$ cat config.mk
export PLATFORM = sky130hd
export DESIGN_NAME = if_fetch
export DESIGN_NICKNAME = d
export VERILOG_FILES = /design/src/rtl/if_fetch.sv
export SDC_FILE = /design/constraint.sdc
export NUM_CORES = 1
export LEC_CHECK = 0
export CAP_MARGIN = 20
export CORE_MARGIN = 4
export CORE_UTILIZATION = 45
export DETAILED_ROUTE_END_ITERATION = 12
export GPL_ROUTABILITY_DRIVEN = 0
export HOLD_SLACK_MARGIN = 0.15
export MAX_ROUTING_LAYER = met4
export PLACE_DENSITY = 0.77
export SYNTH_ARGS = -nofsm -noshare
export SYNTH_HDL_FRONTEND = slang
export SYNTH_SLANG_ARGS = --single-unit
$ cat constraint.sdc
create_clock -name clk -period 11.6 [get_ports clk]
set_input_delay 1.74 -clock clk [delete_from_list [all_inputs] [get_ports clk]]
set_output_delay 1.74 -clock clk [all_outputs]
set_load 0.1 [all_outputs]
$ cat src/rtl/if_fetch.sv
// -----------------------------------------------------------------------------
// if_fetch
//
// Instruction-fetch stage feeding the IF/ID pipeline register. Owns the program
// counter, keeps at most one instruction-memory request in flight, and buffers
// returned words together with their PCs in a small FIFO. The FIFO head is
// presented combinationally to IF/ID.
//
// Parameters
//   RESET_PC    first fetch address after reset (word aligned)
//   FIFO_DEPTH  fetch-buffer entries (power of 2, >= 2)
//
// Ports
//   clk          in   clock, rising edge
//   rst          in   asynchronous reset, active-low
//   stall        in   IF/ID not accepting; head entry is held
//   flush        in   redirect fetch to redirect_pc, clears the buffer
//   redirect_pc  in   new fetch address (low two bits ignored)
//   imem_req     out  request valid
//   imem_addr    out  request address (0 when no request)
//   imem_gnt     in   request accepted this cycle
//   imem_rvalid  in   read data valid (no back-pressure)
//   imem_rdata   in   instruction word
//   if_pc        out  PC of head instruction, 0 when !if_valid
//   if_inst      out  head instruction, 0 when !if_valid
//   if_valid     out  head entry is presented to IF/ID
// -----------------------------------------------------------------------------
module if_fetch #(
  parameter logic [31:0] RESET_PC   = 32'h0000_0000,
  parameter int          FIFO_DEPTH = 2
) (
  input  logic        clk,
  input  logic        rst,
  input  logic        stall,
  input  logic        flush,
  input  logic [31:0] redirect_pc,
  output logic        imem_req,
  output logic [31:0] imem_addr,
  input  logic        imem_gnt,
  input  logic        imem_rvalid,
  input  logic [31:0] imem_rdata,
  output logic [31:0] if_pc,
  output logic [31:0] if_inst,
  output logic        if_valid
);

  localparam int PTR_W = $clog2(FIFO_DEPTH);
  localparam int CNT_W = PTR_W + 1;
  localparam logic [CNT_W-1:0] DEPTH_C = CNT_W'(FIFO_DEPTH);

  typedef enum logic [1:0] {IDLE, REQ, WAIT} state_t;

  state_t           state_reg, state_next;
  logic [31:0]      fetch_pc_reg, fetch_pc_next;
  logic [31:0]      req_pc_reg, req_pc_next;
  logic             discard_reg, discard_next;
  logic [PTR_W-1:0] wr_ptr_reg, rd_ptr_reg;
  logic [CNT_W-1:0] count_reg;

  logic [31:0] pc_mem   [FIFO_DEPTH];
  logic [31:0] inst_mem [FIFO_DEPTH];

  logic has_space;
  logic handshake;
  logic outstanding;
  logic push;
  logic pop;

  // Redirect targets are forced to word alignment, so the low bits never matter.
  wire unused_ok = &{1'b0, redirect_pc[1:0]};

  // A request is only offered when the response is guaranteed a free slot,
  // which is why the FIFO can never overflow while waiting for data.
  assign has_space = (count_reg < DEPTH_C);
  assign imem_req  = (state_reg == REQ) && has_space;
  assign imem_addr = imem_req ? fetch_pc_reg : 32'h0;
  assign handshake = imem_req && imem_gnt;

  // A word is still owed by memory after this edge if a request is granted
  // now, or we are waiting and the data has not arrived this cycle.
  assign outstanding = handshake || ((state_reg == WAIT) && !imem_rvalid);

  assign push = (state_reg == WAIT) && imem_rvalid && !discard_reg && !flush;

  // Presentation is combinational from the head entry; a flush hides it in
  // the same cycle so IF/ID never latches a wrong-path instruction.
  assign if_valid = (count_reg != '0) && !flush;
  assign if_pc    = if_valid ? pc_mem[rd_ptr_reg]   : 32'h0;
  assign if_inst  = if_valid ? inst_mem[rd_ptr_reg] : 32'h0;
  assign pop      = if_valid && !stall;

  // ---------------------------------------------------------------------------
  // Fetch FSM: next-state logic
  // ---------------------------------------------------------------------------
  always_comb begin
    state_next    = state_reg;
    fetch_pc_next = fetch_pc_reg;
    req_pc_next   = req_pc_reg;
    discard_next  = discard_reg;

    case (state_reg)
      IDLE: state_next = REQ;
      REQ: begin
        if (handshake) begin
          req_pc_next = fetch_pc_reg;
          state_next  = WAIT;
        end
      end
      WAIT: begin
        if (imem_rvalid) begin
          // A discarded word belongs to a stale path, so the PC must not advance.
          if (discard_reg) begin
            discard_next = 1'b0;
          end else begin
            fetch_pc_next = fetch_pc_reg + 32'd4;
          end
          state_next = REQ;
        end
      end
      default: state_next = IDLE;
    endcase

    // Redirect overrides normal sequencing. If a word is still owed by memory
    // we must wait for it (and drop it) before the new path can be requested.
    if (flush) begin
      fetch_pc_next = {redirect_pc[31:2], 2'b00};
      if (outstanding) begin
        discard_next = 1'b1;
        state_next   = WAIT;
      end else begin
        discard_next = 1'b0;
        state_next   = REQ;
      end
    end
  end

  // ---------------------------------------------------------------------------
  // Fetch FSM: state register
  // ---------------------------------------------------------------------------
  always_ff @(posedge clk or negedge rst) begin
    if (!rst) begin
      state_reg    <= IDLE;
      fetch_pc_reg <= RESET_PC;
      req_pc_reg   <= 32'h0;
      discard_reg  <= 1'b0;
    end else begin
      state_reg    <= state_next;
      fetch_pc_reg <= fetch_pc_next;
      req_pc_reg   <= req_pc_next;
      discard_reg  <= discard_next;
    end
  end

  // ---------------------------------------------------------------------------
  // Fetch buffer pointers and occupancy
  // ---------------------------------------------------------------------------
  always_ff @(posedge clk or negedge rst) begin
    if (!rst) begin
      wr_ptr_reg <= '0;
      rd_ptr_reg <= '0;
      count_reg  <= '0;
    end else if (flush) begin
      wr_ptr_reg <= '0;
      rd_ptr_reg <= '0;
      count_reg  <= '0;
    end else begin
      if (push) begin
        wr_ptr_reg <= wr_ptr_reg + PTR_W'(1);
      end
      if (pop) begin
        rd_ptr_reg <= rd_ptr_reg + PTR_W'(1);
      end
      case ({push, pop})
        2'b10:   count_reg <= count_reg + CNT_W'(1);
        2'b01:   count_reg <= count_reg - CNT_W'(1);
        default: count_reg <= count_reg;
      endcase
    end
  end

  // Buffer storage needs no reset: entries are only visible while counted.
  always_ff @(posedge clk) begin
    if (push) begin
      pc_mem[wr_ptr_reg]   <= req_pc_reg;
      inst_mem[wr_ptr_reg] <= imem_rdata;
    end
  end

endmodule
==> results.md <==
- Run status: complete, no violations
- Post-detail-place hpwl: 12,400 µm
- Syn avg cell area: 13.3 µm²
- Max-slew violations: 0
- Final count of negative-setup-slack endpoints: 0
- Tightest Pin Transition: 1.03 ns
- Sequential Power Share: 0.418
- Initial antenna violation count: 0
- Full die area: 20,300 µm²
- Unique cell type count in the Yosys netlist: 45
- # DRC: 0
- Synth Register Bits: 191
- Synth async-reset ratio: 0.351
- Register-to-Register Path Depth: 4
- Endpoints failing hold: 0
- Psw: 788 µW
- Reg2reg end: fetch_pc_reg[21]
- Sink Count: 191
- Clk pin slew, worst setup/hold paths: 0.07 ns
- P&R area growth vs syn: 30.3%
- CTS Buf Count: 17
- Worst Setup End Kind: primary output
- WP data arrival: 4.91 ns
- Setup repair bufs after CTS: 0
- Reg2reg setup slack: 8.76 ns
- First-pass GRT wire length: 29,100 µm
- Share of post-route cells with drive strength above 1: 0.105
- Clock share of power: 0.271
- Vias: 5,362
- Critical Path RT: 9.86 ns
- Number of fill cells in the layout: 1,361
- Top Ports: 168
- Clock Tree Root: clkbuf_16
- Commonest non-fill, non-tap cell in the layout: clkdlybuf4s50_1
- Syn. warnings: 0
- Worst-skew pair later-pin latency: 0.42 ns
- Crit path from: flush
- Worst Hold Class: flip-flop to flip-flop
- Setup CP Type: primary input to primary output
- Routed wire length: 18,600 µm
- Regs by FF count: inst_mem: 64 flops, pc_mem: 60 flops
- GRT Total Usage: 0.189
- Cell Pwr Density: 204 nW/µm²
- Vias in the first global route: 5,424
- Internal: 1.38 mW
- Register area share after synthesis: 0.664
- Post-route ant nets: 0
- Rows: 48
- Crit start category: primary input
- Most frequent cells in the layout: clkdlybuf4s50_1 (160), edfxtp_1 (124), nor2_1 (79), dfrtp_1 (66), mux2i_1 (64)
- Longest Clk Path Bufs: 2
- Final #Nets: 837
- Sw Share: 0.364
- Yosys top cell by area: edfxtp_1
- Max-slew headroom: 0.311
- Routed len/inst: 18.5 µm
- Peak Freq: 150 MHz
- RSZ-0062 raised after global routing: no
- H-tree levels: 4
- Largest reg by FF count: inst_mem
- Combinational Power Share: 0.310
- Final Critical Period: 6.65 ns
- Die Width: 142 µm
- Hold buffer count at CTS: 0
- Initial Util: 0.464
- Hold slack: 0.463 ns
- Core area: 17,500 µm²
- Wl on met1: 7870 µm
- Fin Clk Skew: 0.00842 ns
- Antenna diodes: 0
- End of the critical path: if_pc[10]
- Drt initial violations: 326
- Port buffer count: 161
- Maximum fanout along the worst path: 50
- Pleak: 3.61 nW
- Peak supply drop: 132 µV
- TNS Setup: 0 ns
- Largest net degree at the start of global routing: 68
- Drt via density: 5.34
- Biggest area contributors in the synthesized netlist: edfxtp_1 (46%), dfrtp_1 (21%), mux2i_1 (7.9%), mux2_2 (4.2%), nor2_1 (3.6%)
- Die height: 142 µm
- Total power: 2.16 mW
- R2r startpoint: state_reg[0]
- Max_cap viols: 0
- Worst hold start: req_pc_reg[24]
- Synthesized area: 8140 µm²
- GRT overflow: 0
- Most used DFF post-synth: edfxtp_1
- Initial DRT Pass Iterations: 4
- Synth Instances: 612
- Post-synth EDFFs: 124
- Largest register FFs: 64
- Post-CTS Resized: 0
- Top Layer Used: met4
- Period utilization: 0.573
- CTS tree: done
- Post-synth top area share: 0.458
- DR WL met2: 9440 µm
- WL met3: 1080 µm
-- kinds of logic after synthesis --
| logic type | synth area share |
|---|---|
| fa+ha+maj | 0.00154 |
| flops | 0.664 |
| xor+xnor | 0.0118 |
| mux | 0.120 |
| compound gates | 0.0437 |
| buf+inv | 0.0261 |
| other cells | 0.000461 |
| simple gates | 0.133 |
-- power groups by stage --
stage	Clock [mW]	Combinational [mW]	Sequential, mW
floorplan	0	0.516	0.893
global placement	0	0.659	0.912
detailed placement	0	0.670	0.923
CTS	0.600	0.672	0.909
global route	0.628	0.701	0.917
finish	0.587	0.672	0.906
-- metal layers --
metal,GRT usage,vias up
met5,-,-
met4,0.0520,0
met3,0.0373,10
met2,0.310,174
met1,0.241,2641
li1,-,2537
-- worst max-delay path: stages --
cell and delay, ns:
clkdlybuf4s50_1 0.48, buf_4 0.39, inv_1 0.30, o21ai_4 0.27, buf_4 0.54, nor2_1 0.13
clkdlybuf4s50_1 0.99
-- per-stage QoR --
stage | worst slack, ns | cell area, µm² | cells | utilization
global route | 4.75 | 10600 | 1004 | 0.605
detailed placement | 4.40 | 9950 | 970 | 0.567
floorplan | 4.47 | 8150 | 615 | -
finish | 4.95 | 10600 | 1004 | 0.605
CTS | 4.40 | 10500 | 1002 | 0.601
global placement | 4.47 | 9950 | 970 | 0.567
-- final cells by class --
| cell class | instances | area, µm² | share of cell area |
|---|---|---|---|
| sequential | 191 | 5400 | 0.510 |
| multi-input combinational | 375 | 2560 | 0.241 |
| timing repair buffer | 172 | 1730 | 0.163 |
| clock buffer | 18 | 429 | 0.0405 |
| tap | 225 | 282 | 0.0266 |
| clock inverter | 14 | 165 | 0.0156 |
| inverter | 9 | 33.8 | 0.00319 |
-- cells in the mapped netlist (all sizes together), types with 2 or more instances --
cell type	number
mux2	30
and2	32
inv	9
xor2	3
and4	2
edfxtp	124
mux2i	64
nor2b	2
dfrtp	67
nor2	79
o31ai	10
nor3b	2
or4	22
a21oi	5
nand3	19
nor4	4
nand2	28
xnor2	8
and3	3
o211ai	8
clkbuf	24
o21ai	17
nand4	7
a31oi	11
nor3	3
or3	2
buf	16
-- worst min path at each step --
stage                         end  depth (start not counted)
floorplan           pc_mem[0][10]                          0
global placement    pc_mem[1][31]                          0
detailed placement  pc_mem[1][24]                          0
CTS                 pc_mem[0][24]                          0
global route         pc_mem[1][4]                          0
finish              pc_mem[0][24]                          0
No activity file was read; power rests on OpenSTA's default activity.
==> patch 1 (same settings) <==
The parameter `FIFO_DEPTH` goes from 2 to 4. Comments in the files are not updated.
--- a/src/rtl/if_fetch.sv
+++ b/src/rtl/if_fetch.sv
@@ -27,7 +27,7 @@
 // -----------------------------------------------------------------------------
 module if_fetch #(
   parameter logic [31:0] RESET_PC   = 32'h0000_0000,
-  parameter int          FIFO_DEPTH = 2
+  parameter int          FIFO_DEPTH = 4
 ) (
   input  logic        clk,
   input  logic        rst,
Formal check against the unedited RTL: not equivalent (a bounded check fails within 10 cycles, from zero or initial values and one cycle with rst low).
==> patch 1 against the unedited design <==
  * Maximum frequency is 12% higher
  * Setup slack better by 0.70 ns
  * Sequential power is 62% higher
  * Power is 54% higher
  * Die area is 56% higher
  * Critical path depth is 2 lower
  * Synthesized area is 59% higher
  * Wire length is 43% higher
  * Sequential cell count is 127 higher
  * Critical endpoint is now if_pc[29]
  * Global-route usage is 1.4 points lower
  * Design area is 51% higher
  * Sequential share of layout area is 6.5 points higher
  * Non-clock buffer count is 5 lower
  * Core utilization is 3.4 points lower
==> patch 1: results (changes against the unedited design) <==
outcome: completed
initial antenna violation count: 3 (+3)
Max IR drop VDD: 204 uV (+54%)
leakage power: 5.37 nW (+49%)
worst-path fanout max: 45 (-10%)
CTS Buffer Depth: 3 (+1)
largest net degree at the start of global routing: 71 (+4.4%)
Clock Latency Late Sink: 0.50 ns (+0.08 ns)
DP Worst Slack: 5.60 ns (+1.20 ns)
Total GRT Usage: 0.175 (-0.0140)
EDFF count, synth: 248 (+100%)
Routed WL: 26500 um (+43%)
DP Wirelength: 15800 um (+28%)
commonest cells in the netlist: edfxtp_1, and2_1, dfrtp_1
setup bufs post-CTS: 0 (unchanged)
CTS Buf Count: 34 (+17)
first-pass GRT wire length: 41400 um (+42%)
1st-iter DRT viols: 564 (+73%)
worst min path class: register to register
top cells by area, synth: edfxtp_1, dfrtp_1, mux4_2, and2_1, mux2_2
Slew @ Worst Pin: 1.07 ns (+0.0390 ns)
Filler Cells Inserted: 2210 (+62%)
cts repair resizes: 0 (unchanged)
largest registers: inst_mem: 128 flops, pc_mem: 120 flops
Via Count: 6949 (+30%)
fin nets: 988 (+18%)
sequential fraction of the synthesis area: 0.709 (+0.0457)
ys async rst share: 0.220 (-0.131)
vias in the first global route: 7266 (+34%)
Area after DPL: 14900 um2 (+50%)
share of layout cells above drive strength 1: 0.174 (+0.0687)
Synth cell types: 42 (-6.7%)
H-Tree Level Count: 2 (-2)
clk_skew: 0.0177 ns (+0.00925 ns)
[patch 1: changes by cell type after synthesis, sizes merged, moves of 15 or more]
cell	before	now
edfxtp	124	248
and2	32	101
nor2	79	10
mux2i	64	2
mux4	0	62
or4	22	0
o21ai	17	32
[patch 1: cells by family after synthesis]
| kind of cell | synth area share |
|---|---|
| buf+inv | 0.0175 |
| simple gates | 0.0899 |
| xor+xnor | 0.0209 |
| mux | 0.137 |
| flops | 0.709 |
| fa+ha+maj | 0.00637 |
| compound gates | 0.0187 |
| other cells | 0.000289 |
[patch 1: power by group]
part	leakage, nW	internal, W	switching, W
Sequential	3.10	0.00137	0.000100
Clock	0.527	0.000620	0.000411
Combinational	1.75	0.000254	0.000565
[patch 1: final timing paths]
kind | startpoint | endpoint | slack [ns] | cells past startpoint
setup / recovery | flush | if_pc[29] | 5.65 | 5
hold / removal | req_pc_reg[3] | pc_mem[1][3] | 0.51 | 0
setup reg to reg | state_reg[0] | req_pc_reg[27] | 9.08 | 5
hold reg to reg | req_pc_reg[3] | pc_mem[1][3] | 0.51 | 0
max in group asynchronous | rst | rd_ptr_reg[1] | 9.52 | 1
min in group asynchronous | rst | fetch_pc_reg[11] | 1.37 | 1
[patch 1: layout make-up]
type	count	area [um2]	share of cell area
Antenna cell	3	7.51	0.000468
Clock buffer	42	902	0.0563
Clock inverter	19	169	0.0105
Inverter	7	26.3	0.00164
Multi-Input combinational cell	384	3590	0.224
Sequential cell	318	9210	0.574
Tap cell	378	473	0.0295
Timing Repair Buffer	167	1650	0.103
[patch 1: critical path: stages]
cell and delay, ns:
buf_2 0.16, nor2_4 0.42, buf_4 0.47, and2_1 0.20
clkdlybuf4s50_1 1.19
[patch 1: through the flow]
stage | power, W | instances
5_1_grt | 0.00345 | 1318
3_5_place_dp | 0.00232 | 1254
3_3_place_gp | 0.00230 | 1254
2_1_floorplan | 0.00209 | 754
4_1_cts | 0.00336 | 1315
6_report | 0.00332 | 1318
[patch 1: per-layer routing]
metal  up-vias  GRT usage  part of all wire
met1      3513      0.232              0.44
met4         0     0.0464             0.021
met3        45     0.0418             0.059
li1       3176          -                 -
met5         -          -                 0
met2       215      0.276              0.48
==> patch 2 (same settings) <==
Without the edit above. Reset style: synchronous (`rst`), changed in 2 clocked blocks. Comments in the files are not updated.
--- a/src/rtl/if_fetch.sv
+++ b/src/rtl/if_fetch.sv
@@ -137,7 +137,7 @@
   // ---------------------------------------------------------------------------
   // Fetch FSM: state register
   // ---------------------------------------------------------------------------
-  always_ff @(posedge clk or negedge rst) begin
+  always_ff @(posedge clk) begin
     if (!rst) begin
       state_reg    <= IDLE;
       fetch_pc_reg <= RESET_PC;
@@ -154,7 +154,7 @@
   // ---------------------------------------------------------------------------
   // Fetch buffer pointers and occupancy
   // ---------------------------------------------------------------------------
-  always_ff @(posedge clk or negedge rst) begin
+  always_ff @(posedge clk) begin
     if (!rst) begin
       wr_ptr_reg <= '0;
       rd_ptr_reg <= '0;
Formal check against the unedited RTL: differs if rst is asserted again (counterexample within 4 cycles, from zero or initial values and one cycle with rst low); with rst held inactive, the same outputs for 4 cycles.
==> patch 2 against the unedited design <==
  * Setup slack got worse by 0.30 ns
  * Clock skew barely moved
  * Core utilization fell by 0.84 points
  * Via count fell by 2.5%
  * Design area fell by 2.4%
  * Critical path depth fell by 1
  * Wire length fell by 12%
  * First-iteration DRC count fell by 34%
  * Sequential cell count rose by 1
  * Synthesized area fell by 1.7%
  * Non-clock buffer count fell by 5
Power is not compared: it rests on default switching activity, and its combinational part moved more than twofold at a synthesized area within 25%.
==> patch 2: results (changes against the unedited design) <==
H-Tree Level Count: 4 (unchanged)
worst hold margin: 0.450 ns (-0.0128 ns)
DR WL/cell: 15.4 um (-17%)
post-synthesis mux area share: 0.0788 (-0.0414)
data arrival time at the worst-slack endpoint: 5.21 ns (+0.30 ns)
Synth cell types: 42 (-6.7%)
r2r setup slk: 9.17 ns (+0.41 ns)
vias in the first global route: 5127 (-5.5%)
first-pass GRT wire length: 26100 um (-10%)
1st-iter DRT viols: 215 (-34%)
launch point of the worst hold path: req_pc_reg[4]
Worst R2R Path Depth: 6 (+2)
Mapped Cells: 675 (+10%)
FF-to-FF End: discard_reg
CP peak stage delay: 1.20 ns (+0.21 ns)
Filler Cells Inserted: 1437 (+5.6%)
Via Count: 5230 (-2.5%)
Synth Area in Compound Gates: 0.0741 (+0.0305)
ys async rst share: 0 (-0.351)
clk_skew: 0.00882 ns (+0.000402 ns)
XOR/XNOR share of the synthesized area: 0.0317 (+0.0199)
Hold Crit Endpoint: pc_mem[1][4]
Routed WL: 16200 um (-12%)
Adder-Cell Fraction of Synth Area: 0.00313 (+0.00159)
DP Wirelength: 10500 um (-15%)
outcome: completed
top cells by area, synth: edfxtp_1, dfxtp_1, mux2i_1, nand2_1, nor2_1
DP Worst Slack: 4.61 ns (+0.207 ns)
Total GRT Usage: 0.171 (-0.0180)
Slew HR: 0.288 (-0.0236)
commonest cells in the netlist: edfxtp_1, nand2_1, nor2_1
dpl cells: 1025 (+5.7%)
share of layout cells above drive strength 1: 0.0697 (-0.0356)
final worst setup slack: 4.65 ns (-0.297 ns)
fin nets: 891 (+6.5%)
largest net degree at the start of global routing: 65 (-4.4%)
sequential fraction of the synthesis area: 0.636 (-0.0280)
worst-path fanout max: 64 (+28%)
reg-to-reg critical path startpoint: count_reg[1]
Area after DPL: 9780 um2 (-1.7%)
## patch 2: cell types whose count changed in the layout (fill, tap and decap cells not counted), sizes merged, moves of 10 or more
cell | unedited run | this run
and2 | 32 | 42
a21oi | 5 | 15
o21ai | 17 | 38
dfxtp | 0 | 68
xor2 | 3 | 21
nand2 | 28 | 80
dfrtp | 67 | 0
o31ai | 10 | 0
mux2 | 30 | 0
a21boi | 1 | 30
or4 | 22 | 0
## patch 2: power groups by stage
stage | sequential, W | combinational (W) | clock (W)
after detailed placement | 0.000766 | 0.000122 | 0
after CTS | 0.000751 | 0.000123 | 0.000567
final | 0.000751 | 0.000122 | 0.000554
after global routing | 0.000753 | 0.000130 | 0.000600
after global placement | 0.000766 | 0.000120 | 0
after floorplan | 0.000761 | 0.0000821 | 0
## patch 2: worst max path at each step
| stage | startpoint | endpoint | depth (start not counted) |
|---|---|---|---|
| 2_1_floorplan | flush | inst_mem[0][0] | 5 |
| 3_3_place_gp | flush | if_pc[11] | 6 |
| 3_5_place_dp | flush | if_pc[11] | 6 |
| 4_1_cts | flush | if_pc[11] | 6 |
| 5_1_grt | flush | if_pc[26] | 6 |
| 6_report | flush | if_pc[27] | 6 |
## patch 2: cells by family after synthesis
| family | after synthesis |
|---|---|
| compound gates | 95 |
| xor+xnor | 29 |
| fa+ha+maj | 2 |
| buf+inv | 48 |
| flops | 192 |
| mux | 63 |
| other cells | 1 |
| simple gates | 245 |
## patch 2: metal layers
layer | track usage | wire length (um)
met1 | 0.219 | 7290
met2 | 0.272 | 7760
met3 | 0.0408 | 923
met4 | 0.0505 | 272
met5 | - | 0
## patch 2: cell type report
class,count,area share
flip-flops and latches,192,0.492
clock buffers,20,0.0452
inverters,3,0.00109
clock inverters,12,0.00967
repair buffers,167,0.160
well taps,225,0.0272
multi-input cells,438,0.265
